[src/rtl/mmcm_ps_sequencer_if.sv]
// rtl/mmcm_ps_sequencer_if.sv - command channel bundle for the MMCM phase-shift sequencer
//
// Signals:
//   req_valid  command valid (master -> slave)
//   req_ready  command accepted when valid & ready (slave -> master)
//   req_dir    1 = increment phase, 0 = decrement (master -> slave)
//   req_steps  number of phase steps, 0 legal (master -> slave)
interface mmcm_ps_sequencer_if #(
    parameter int STEPS_W = 12
) ();
    logic               req_valid;
    logic               req_ready;
    logic               req_dir;
    logic [STEPS_W-1:0] req_steps;

    modport master (
        output req_valid,
        output req_dir,
        output req_steps,
        input  req_ready
    );

    modport slave (
        input  req_valid,
        input  req_dir,
        input  req_steps,
        output req_ready
    );
endinterface

[src/rtl/mmcm_ps_sequencer.sv]
// rtl/mmcm_ps_sequencer.sv - multi-step MMCM dynamic phase-shift sequencer
//
// Ports:
//   clk          clock (same clock as the MMCM psclk)
//   aresetn      asynchronous active-low reset, released synchronously upstream
//   req          command channel (slave side): req_valid/req_ready/req_dir/req_steps
//   abort        level; ends the current command at the next safe point
//   psen         one-cycle strobe to MMCM PSEN
//   psincdec     direction to MMCM PSINCDEC, held at the latched command direction
//   psdone       from MMCM PSDONE
//   busy         command in progress
//   done         one-cycle pulse when a command terminates
//   steps_done   steps completed in the current/last command
//   position     signed accumulated phase position in steps
//   err_limit    sticky: command stopped at +/-POS_LIMIT
//   err_timeout  sticky: PSDONE not seen within TIMEOUT_CYC cycles
//   aborted      sticky: last command ended by abort
module mmcm_ps_sequencer #(
    parameter int PERIOD_NS   = 10,
    parameter int INTERVAL_NS = 1000,
    parameter int STEPS_W     = 12,
    parameter int POS_W       = 16,
    parameter int POS_LIMIT   = 1120,
    parameter int TIMEOUT_CYC = 64
) (
    input  logic                    clk,
    input  logic                    aresetn,
    mmcm_ps_sequencer_if.slave      req,
    input  logic                    abort,
    output logic                    psen,
    output logic                    psincdec,
    input  logic                    psdone,
    output logic                    busy,
    output logic                    done,
    output logic [STEPS_W-1:0]      steps_done,
    output logic signed [POS_W-1:0] position,
    output logic                    err_limit,
    output logic                    err_timeout,
    output logic                    aborted
);

    localparam int GAP_RAW = INTERVAL_NS / PERIOD_NS;
    localparam int GAP     = (GAP_RAW < 1) ? 1 : GAP_RAW;
    localparam int GCNT_W  = $clog2(GAP + 1);
    localparam int TCNT_W  = $clog2(TIMEOUT_CYC + 1);

    localparam logic signed [POS_W-1:0] POS_MAX = POS_W'(POS_LIMIT);
    localparam logic signed [POS_W-1:0] POS_MIN = -POS_MAX;

    typedef enum logic [2:0] {
        S_IDLE,
        S_CHECK,
        S_STROBE,
        S_WAIT_DONE,
        S_GAP
    } state_t;

    state_t             state, state_d;
    logic [STEPS_W-1:0] remaining;
    logic [GCNT_W-1:0]  gcnt;
    logic [TCNT_W-1:0]  tcnt;
    logic               rdy_q;

    logic accept, step_ok, end_cmd, set_abort, set_limit, set_timeout;
    logic at_limit;

    // Limit stops only a step that would move further toward the limit.
    assign at_limit = psincdec ? (position == POS_MAX) : (position == POS_MIN);

    assign psen          = (state == S_STROBE);
    assign busy          = (state != S_IDLE);
    // rdy_q keeps req_ready low while reset is asserted.
    assign req.req_ready = (state == S_IDLE) && rdy_q;

    always_ff @(posedge clk or negedge aresetn) begin
        if (!aresetn) begin
            state <= S_IDLE;
        end else begin
            state <= state_d;
        end
    end

    always_comb begin
        state_d     = state;
        accept      = 1'b0;
        step_ok     = 1'b0;
        end_cmd     = 1'b0;
        set_abort   = 1'b0;
        set_limit   = 1'b0;
        set_timeout = 1'b0;
        case (state)
            S_IDLE: begin
                if (req.req_valid && req.req_ready) begin
                    accept = 1'b1;
                    if (req.req_steps == '0) begin
                        end_cmd = 1'b1;
                    end else begin
                        state_d = S_CHECK;
                    end
                end
            end
            S_CHECK: begin
                if (abort) begin
                    state_d   = S_IDLE;
                    end_cmd   = 1'b1;
                    set_abort = 1'b1;
                end else if (at_limit) begin
                    state_d   = S_IDLE;
                    end_cmd   = 1'b1;
                    set_limit = 1'b1;
                end else begin
                    state_d = S_STROBE;
                end
            end
            S_STROBE: begin
                state_d = S_WAIT_DONE;
            end
            S_WAIT_DONE: begin
                // Abort is only honoured once the MMCM has acknowledged the step.
                if (psdone) begin
                    step_ok = 1'b1;
                    if (remaining == STEPS_W'(1)) begin
                        state_d = S_IDLE;
                        end_cmd = 1'b1;
                    end else if (abort) begin
                        state_d   = S_IDLE;
                        end_cmd   = 1'b1;
                        set_abort = 1'b1;
                    end else if (GAP > 1) begin
                        state_d = S_GAP;
                    end else begin
                        state_d = S_CHECK;
                    end
                end else if (tcnt >= TCNT_W'(TIMEOUT_CYC - 1)) begin
                    state_d     = S_IDLE;
                    end_cmd     = 1'b1;
                    set_timeout = 1'b1;
                end
            end
            S_GAP: begin
                // The psdone cycle counts toward the pitch, so GAP occupies
                // GAP-1 cycles and CHECK one more: psdone-to-psen = GAP+1.
                if (abort) begin
                    state_d   = S_IDLE;
                    end_cmd   = 1'b1;
                    set_abort = 1'b1;
                end else if (gcnt == GCNT_W'(1)) begin
                    state_d = S_CHECK;
                end
            end
            default: begin
                state_d = S_IDLE;
            end
        endcase
    end

    always_ff @(posedge clk or negedge aresetn) begin
        if (!aresetn) begin
            rdy_q       <= 1'b0;
            psincdec    <= 1'b0;
            remaining   <= '0;
            steps_done  <= '0;
            position    <= '0;
            gcnt        <= '0;
            tcnt        <= '0;
            done        <= 1'b0;
            err_limit   <= 1'b0;
            err_timeout <= 1'b0;
            aborted     <= 1'b0;
        end else begin
            rdy_q <= 1'b1;
            done  <= end_cmd;

            if (accept) begin
                psincdec    <= req.req_dir;
                remaining   <= req.req_steps;
                steps_done  <= '0;
                err_limit   <= 1'b0;
                err_timeout <= 1'b0;
                aborted     <= 1'b0;
            end

            if (set_abort)   aborted     <= 1'b1;
            if (set_limit)   err_limit   <= 1'b1;
            if (set_timeout) err_timeout <= 1'b1;

            if (step_ok) begin
                position   <= psincdec ? (position + POS_W'(1)) : (position - POS_W'(1));
                steps_done <= steps_done + STEPS_W'(1);
                remaining  <= remaining - STEPS_W'(1);
            end

            if (state_d == S_GAP && state != S_GAP) begin
                gcnt <= GCNT_W'(GAP - 1);
            end else if (state == S_GAP) begin
                gcnt <= gcnt - GCNT_W'(1);
            end

            if (state == S_STROBE) begin
                tcnt <= TCNT_W'(1);
            end else if (state == S_WAIT_DONE) begin
                tcnt <= tcnt + TCNT_W'(1);
            end
        end
    end

endmodule
[src/flat_wrapper.sv]
// flat-port wrapper written by rule: the top's interface ports become plain ports
module mmcm_ps_sequencer_flat 
#(
    parameter int PERIOD_NS   = 10,
    parameter int INTERVAL_NS = 1000,
    parameter int STEPS_W     = 12,
    parameter int POS_W       = 16,
    parameter int POS_LIMIT   = 1120,
    parameter int TIMEOUT_CYC = 64
)
  (clk, aresetn, abort, psen, psincdec, psdone, busy, done, steps_done, position, err_limit, err_timeout, aborted, req_req_valid, req_req_dir, req_req_steps, req_req_ready);
  mmcm_ps_sequencer_if #(.STEPS_W(STEPS_W)) req_i ();
  input  logic clk;
  input  logic aresetn;
  input  logic abort;
  output logic psen;
  output logic psincdec;
  input  logic psdone;
  output logic busy;
  output logic done;
  output logic [STEPS_W-1:0] steps_done;
  output logic signed [POS_W-1:0] position;
  output logic err_limit;
  output logic err_timeout;
  output logic aborted;
  input wire logic [$bits(req_i.req_valid)-1:0] req_req_valid;
  input wire logic [$bits(req_i.req_dir)-1:0] req_req_dir;
  input wire logic [$bits(req_i.req_steps)-1:0] req_req_steps;
  output wire logic [$bits(req_i.req_ready)-1:0] req_req_ready;
  assign req_i.req_valid = req_req_valid;
  assign req_i.req_dir = req_req_dir;
  assign req_i.req_steps = req_req_steps;
  assign req_req_ready = req_i.req_ready;
  mmcm_ps_sequencer #(.PERIOD_NS(PERIOD_NS), .INTERVAL_NS(INTERVAL_NS), .STEPS_W(STEPS_W), .POS_W(POS_W), .POS_LIMIT(POS_LIMIT), .TIMEOUT_CYC(TIMEOUT_CYC)) u_core (.clk(clk), .aresetn(aresetn), .req(req_i), .abort(abort), .psen(psen), .psincdec(psincdec), .psdone(psdone), .busy(busy), .done(done), .steps_done(steps_done), .position(position), .err_limit(err_limit), .err_timeout(err_timeout), .aborted(aborted));
endmodule
[config.mk]
export PLATFORM = sky130hd
export DESIGN_NAME = mmcm_ps_sequencer_flat
export DESIGN_NICKNAME = d
export VERILOG_FILES = /design/src/rtl/mmcm_ps_sequencer_if.sv /design/src/rtl/mmcm_ps_sequencer.sv /design/src/flat_wrapper.sv
export SDC_FILE = /design/constraint.sdc
export NUM_CORES = 1
export LEC_CHECK = 0
export CAP_MARGIN = 20
export CELL_PAD_IN_SITES_DETAIL_PLACEMENT = 1
export CELL_PAD_IN_SITES_GLOBAL_PLACEMENT = 2
export CORE_AREA = 2 2 110 112
export CTS_CLUSTER_DIAMETER = 200
export CTS_CLUSTER_SIZE = 14
export DETAILED_ROUTE_END_ITERATION = 10
export DIE_AREA = 0 0 112 114
export PLACE_DENSITY = 0.74
export SLEW_MARGIN = 40
export SYNTH_ARGS = -nofsm -noshare
export SYNTH_HDL_FRONTEND = slang
export SYNTH_SLANG_ARGS = --single-unit
[constraint.sdc]
create_clock -name clk -period 3.3 [get_ports clk]
set_input_delay 0.495 -clock clk [delete_from_list [all_inputs] [get_ports clk]]
set_output_delay 0.495 -clock clk [all_outputs]
set_load 0.01 [all_outputs]
==> key figures <==
Outcome
  • Result of the run: finished clean

Yosys
  • Netlist area before placement: 3724 um^2
  • Synth warn: 0
  • Top cell type by total area after synthesis: sky130_fd_sc_hd__dfrtp_1
  • Post-Synthesis Net Count: 454
  • Share of Yosys cell area claimed by the top area cell type: 0.4234
  • Top area cells in the synthesized netlist: sky130_fd_sc_hd__dfrtp_1 (42%), sky130_fd_sc_hd__ha_1 (6.7%), sky130_fd_sc_hd__nand2_1 (6.0%)
  • Async set or reset register ratio after synthesis: 1.000
  • Mean post-synth cell area: 8.972 um^2
  • Ys flop type: sky130_fd_sc_hd__dfrtp_1
  • Most used standard cell by instance count after synthesis: sky130_fd_sc_hd__dfrtp_1
  • Mapped Cells: 415
  • Distinct cell type count of the synthesized netlist: 56
  • Number of synthesized flops with an enable pin: 0
  • Leading cell types by count after synthesis: sky130_fd_sc_hd__dfrtp_1 (63), sky130_fd_sc_hd__nand2_1 (60), sky130_fd_sc_hd__o21ai_0 (38), sky130_fd_sc_hd__nand3_1 (30), sky130_fd_sc_hd__a21oi_1 (23)
  • Synth Register Bits: 63
  • Sequential share of the synthesized area: 0.4234

Global route
  • Met3 GRT Util: 0.03773
  • Maximum number of pins on one net before global-route repair: 30
  • Global-route total usage across every layer: 0.1800
  • Global routing usage on met2: 0.2929
  • Global-route wire length before repair: 18.33 mm
  • Number of global-route vias before repair: 3555
  • Number of antenna violations at the first check in global routing: 0
  • Global-route congestion overflow total: 0
  • Met1 Resource Use GR: 0.2321
  • Busiest metal layer after global routing: met2

STA
  • Post-layout minimum cycle time: 2.646 ns
  • RSZ-0062 raised after global routing: false
  • Number of slew-limit violations in the final report: 0
  • Portion of the clock cycle consumed by the worst path in the final layout: 0.8020
  • Achievable Freq: 0.3779 GHz
  • Worst Tran Pin Value: 0.7372 ns
  • TNS Setup: 0 ns
  • Skew final: 0.004796 ns
  • Final Hold Fails: 0
  • Headroom to the max-slew limit: 0.5074
  • Number of setup violations in the final report: 0

Clock network
  • CTS Buf Count: 9
  • CTS Buffer Depth: 2
  • Resized cells post-CTS: 0
  • Clock-pin slew reported for the worst setup and hold paths after clock tree synthesis: 0.05 ns
  • Clk sink count: 63
  • Deepest level of the CTS H-tree: 3
  • Cell at the root of the clock tree: sky130_fd_sc_hd__clkbuf_16
  • Insertion delay of the later-clocked pin in the worst-skew pair: 0.34 ns
  • Hold buffer count at cts: 0
  • Number of buffers added for setup after CTS: 0
  • Clock tree from TritonCTS: built

Routing
  • Final wirelength: 10.63 mm
  • Number of optimization iterations in the first detailed-route pass: 4
  • DRT iter0 DRCs: 161
  • Avg Vias per Cell: 5.439
  • Detailed-route DRC error count: 0
  • Routed wire length per instance: 17.17 um
  • ANT nets after route: 0
  • Routed vias: 3367

Die
  • Area of the core: 11710 um^2
  • Die area: 12770 um^2
  • Die Width: 112 um
  • Starting density of the core: 0.3179
  • Num rows: 40
  • Floorplan die height: 114 um
  • IO Count: 54

Pwr
  • Final Total Pwr: 4616 uW
  • Reported leakage power: 0.002057 uW
  • Power density over the cells: 986.7 nW/um^2
  • Peak supply drop: 0.5136 mV

Final layout
  • Final std cells w/o fill: 619
  • Fraction of layout instances using a drive strength above 1: 0.05508
  • Fin nets: 508
  • ANT cells: 0
  • Area growth from synthesis to layout: 25.64%

Min path
  • Hold WC Path Type: in -> async

Critical path
  • Worst path required time: 3.50 ns
  • Max Fanout on Critical Path: 8
  • Setup CP Type: reg -> reg
  • Kind of capture point of the worst setup path: flip-flop
  • Arr. time, crit path: 2.85 ns
  • Startpoint types: flip-flop

Placed design
  • IO buf count: 53
  • Placer's final routability congestion estimate: 0.8437
  • Placed instance count: 605
  • Post-detailed-placement half-perimeter wirelength: 7.702 mm

Job
  • Maximum Capacitance Violations: 0
==> path summary, 6_finish.rpt <==
path	start	endpoint	slack [ns]	depth (start not counted)
setup / recovery	u_core.psincdec	u_core.position[15]	0.65	8
hold / removal	aresetn	u_core.tcnt[4]	0.11	1
setup reg to reg	u_core.psincdec	u_core.position[15]	0.65	8
hold reg to reg	u_core.gcnt[0]	u_core.gcnt[0]	0.48	1
max in group asynchronous	aresetn	u_core.steps_done[4]	2.45	2
min in group clk	u_core.gcnt[0]	u_core.gcnt[0]	0.48	1
==> report_power, final <==
group / internal [uW] / total [uW] / leakage [uW] / switching [uW]
sequential: 1030 / 1340 / 0.000800 / 312
clock: 540 / 878 / 0.000132 / 339
combinational: 1070 / 2400 / 0.00113 / 1330
==> cells by family (layout without fill, tap and decap cells) <==
kind of cell | after synthesis | count (layout) | share of synthesized area
fa+ha+maj | 21 | 21 | 0.07258
flops | 63 | 63 | 0.4234
mux | 6 | 6 | 0.01647
buf+inv | 29 | 86 | 0.03159
compound gates | 119 | 119 | 0.2063
xor+xnor | 17 | 17 | 0.03999
other cells | 1 | 1 | 0.001007
simple gates | 159 | 159 | 0.2087
==> per-stage QoR <==
step	setup slack, ns	instance area, um^2	hold WS, ns	util
6_report	0.6535	4678	0.1056	0.3995
3_5_place_dp	0.6114	4413	0.4726	0.3768
3_3_place_gp	0.7218	4413	0.4608	0.3768
2_1_floorplan	0.7340	3724	0.1994	-
5_1_grt	0.4480	4678	0.1442	0.3995
4_1_cts	0.6387	4678	0.1126	0.3995
==> final cells by class <==
type	count	area, um^2
inverters	12	45.04
fillers	1374	7033
flip-flops and latches	63	1577
well taps	147	183.9
clock inverters	1	5.005
clock buffers	13	260.3
repair buffers	60	578.1
multi-input cells	323	2029
==> layer usage <==
layer	up-vias	wire length, um	part of all wire
li1	1635	-	-
met1	1675	5146	0.48
met2	46	4952	0.47
met3	11	322	0.030
met4	0	209	0.020
met5	-	0	0
==> placed cells by master, fill, tap and decap left out, types with 2 or more instances in the layout <==
master / instances
sky130_fd_sc_hd__clkdlybuf4s50_1: 52
sky130_fd_sc_hd__a22oi_1: 2
sky130_fd_sc_hd__nand3_1: 30
sky130_fd_sc_hd__xnor2_1: 10
sky130_fd_sc_hd__and2_1: 3
sky130_fd_sc_hd__dfrtp_1: 63
sky130_fd_sc_hd__o211ai_1: 6
sky130_fd_sc_hd__and3_1: 10
sky130_fd_sc_hd__a21oi_1: 23
sky130_fd_sc_hd__o311ai_0: 6
sky130_fd_sc_hd__clkbuf_1: 2
sky130_fd_sc_hd__nand2_1: 60
sky130_fd_sc_hd__nand2b_1: 3
sky130_fd_sc_hd__nor2_1: 20
sky130_fd_sc_hd__clkbuf_16: 9
sky130_fd_sc_hd__nor4_1: 9
sky130_fd_sc_hd__nor3_1: 8
sky130_fd_sc_hd__clkbuf_8: 2
sky130_fd_sc_hd__ha_1: 20
sky130_fd_sc_hd__mux2i_1: 5
sky130_fd_sc_hd__o21ai_0: 38
sky130_fd_sc_hd__or3_1: 2
sky130_fd_sc_hd__nor4b_1: 2
sky130_fd_sc_hd__o31ai_1: 3
sky130_fd_sc_hd__xor2_1: 7
sky130_fd_sc_hd__inv_1: 12
sky130_fd_sc_hd__and2b_1: 2
sky130_fd_sc_hd__buf_4: 7
sky130_fd_sc_hd__nand4_1: 3
sky130_fd_sc_hd__a21o_1: 8
sky130_fd_sc_hd__a31oi_1: 8
sky130_fd_sc_hd__a22o_1: 7
sky130_fd_sc_hd__a31o_2: 2
sky130_fd_sc_hd__or4_1: 3
==> registers in the layout (all words and copies together) (netlist names), 3 cells and up <==
name and flops:
u_core.gcnt 7, u_core.position 16, u_core.remaining 12, u_core.state 3
u_core.steps_done 12, u_core.tcnt 7
==> critical path, cell delays in order (launching register included) <==
cell and delay, ns:
sky130_fd_sc_hd__dfrtp_1 0.46, sky130_fd_sc_hd__inv_1 0.21, sky130_fd_sc_hd__ha_1 0.43, sky130_fd_sc_hd__a2111o_1 0.40
sky130_fd_sc_hd__a21oi_1 0.25, sky130_fd_sc_hd__o21ai_2 0.14, sky130_fd_sc_hd__a31oi_1 0.26, sky130_fd_sc_hd__mux2i_1 0.24
sky130_fd_sc_hd__o32ai_1 0.11
No activity file was read; power rests on OpenSTA's default activity.
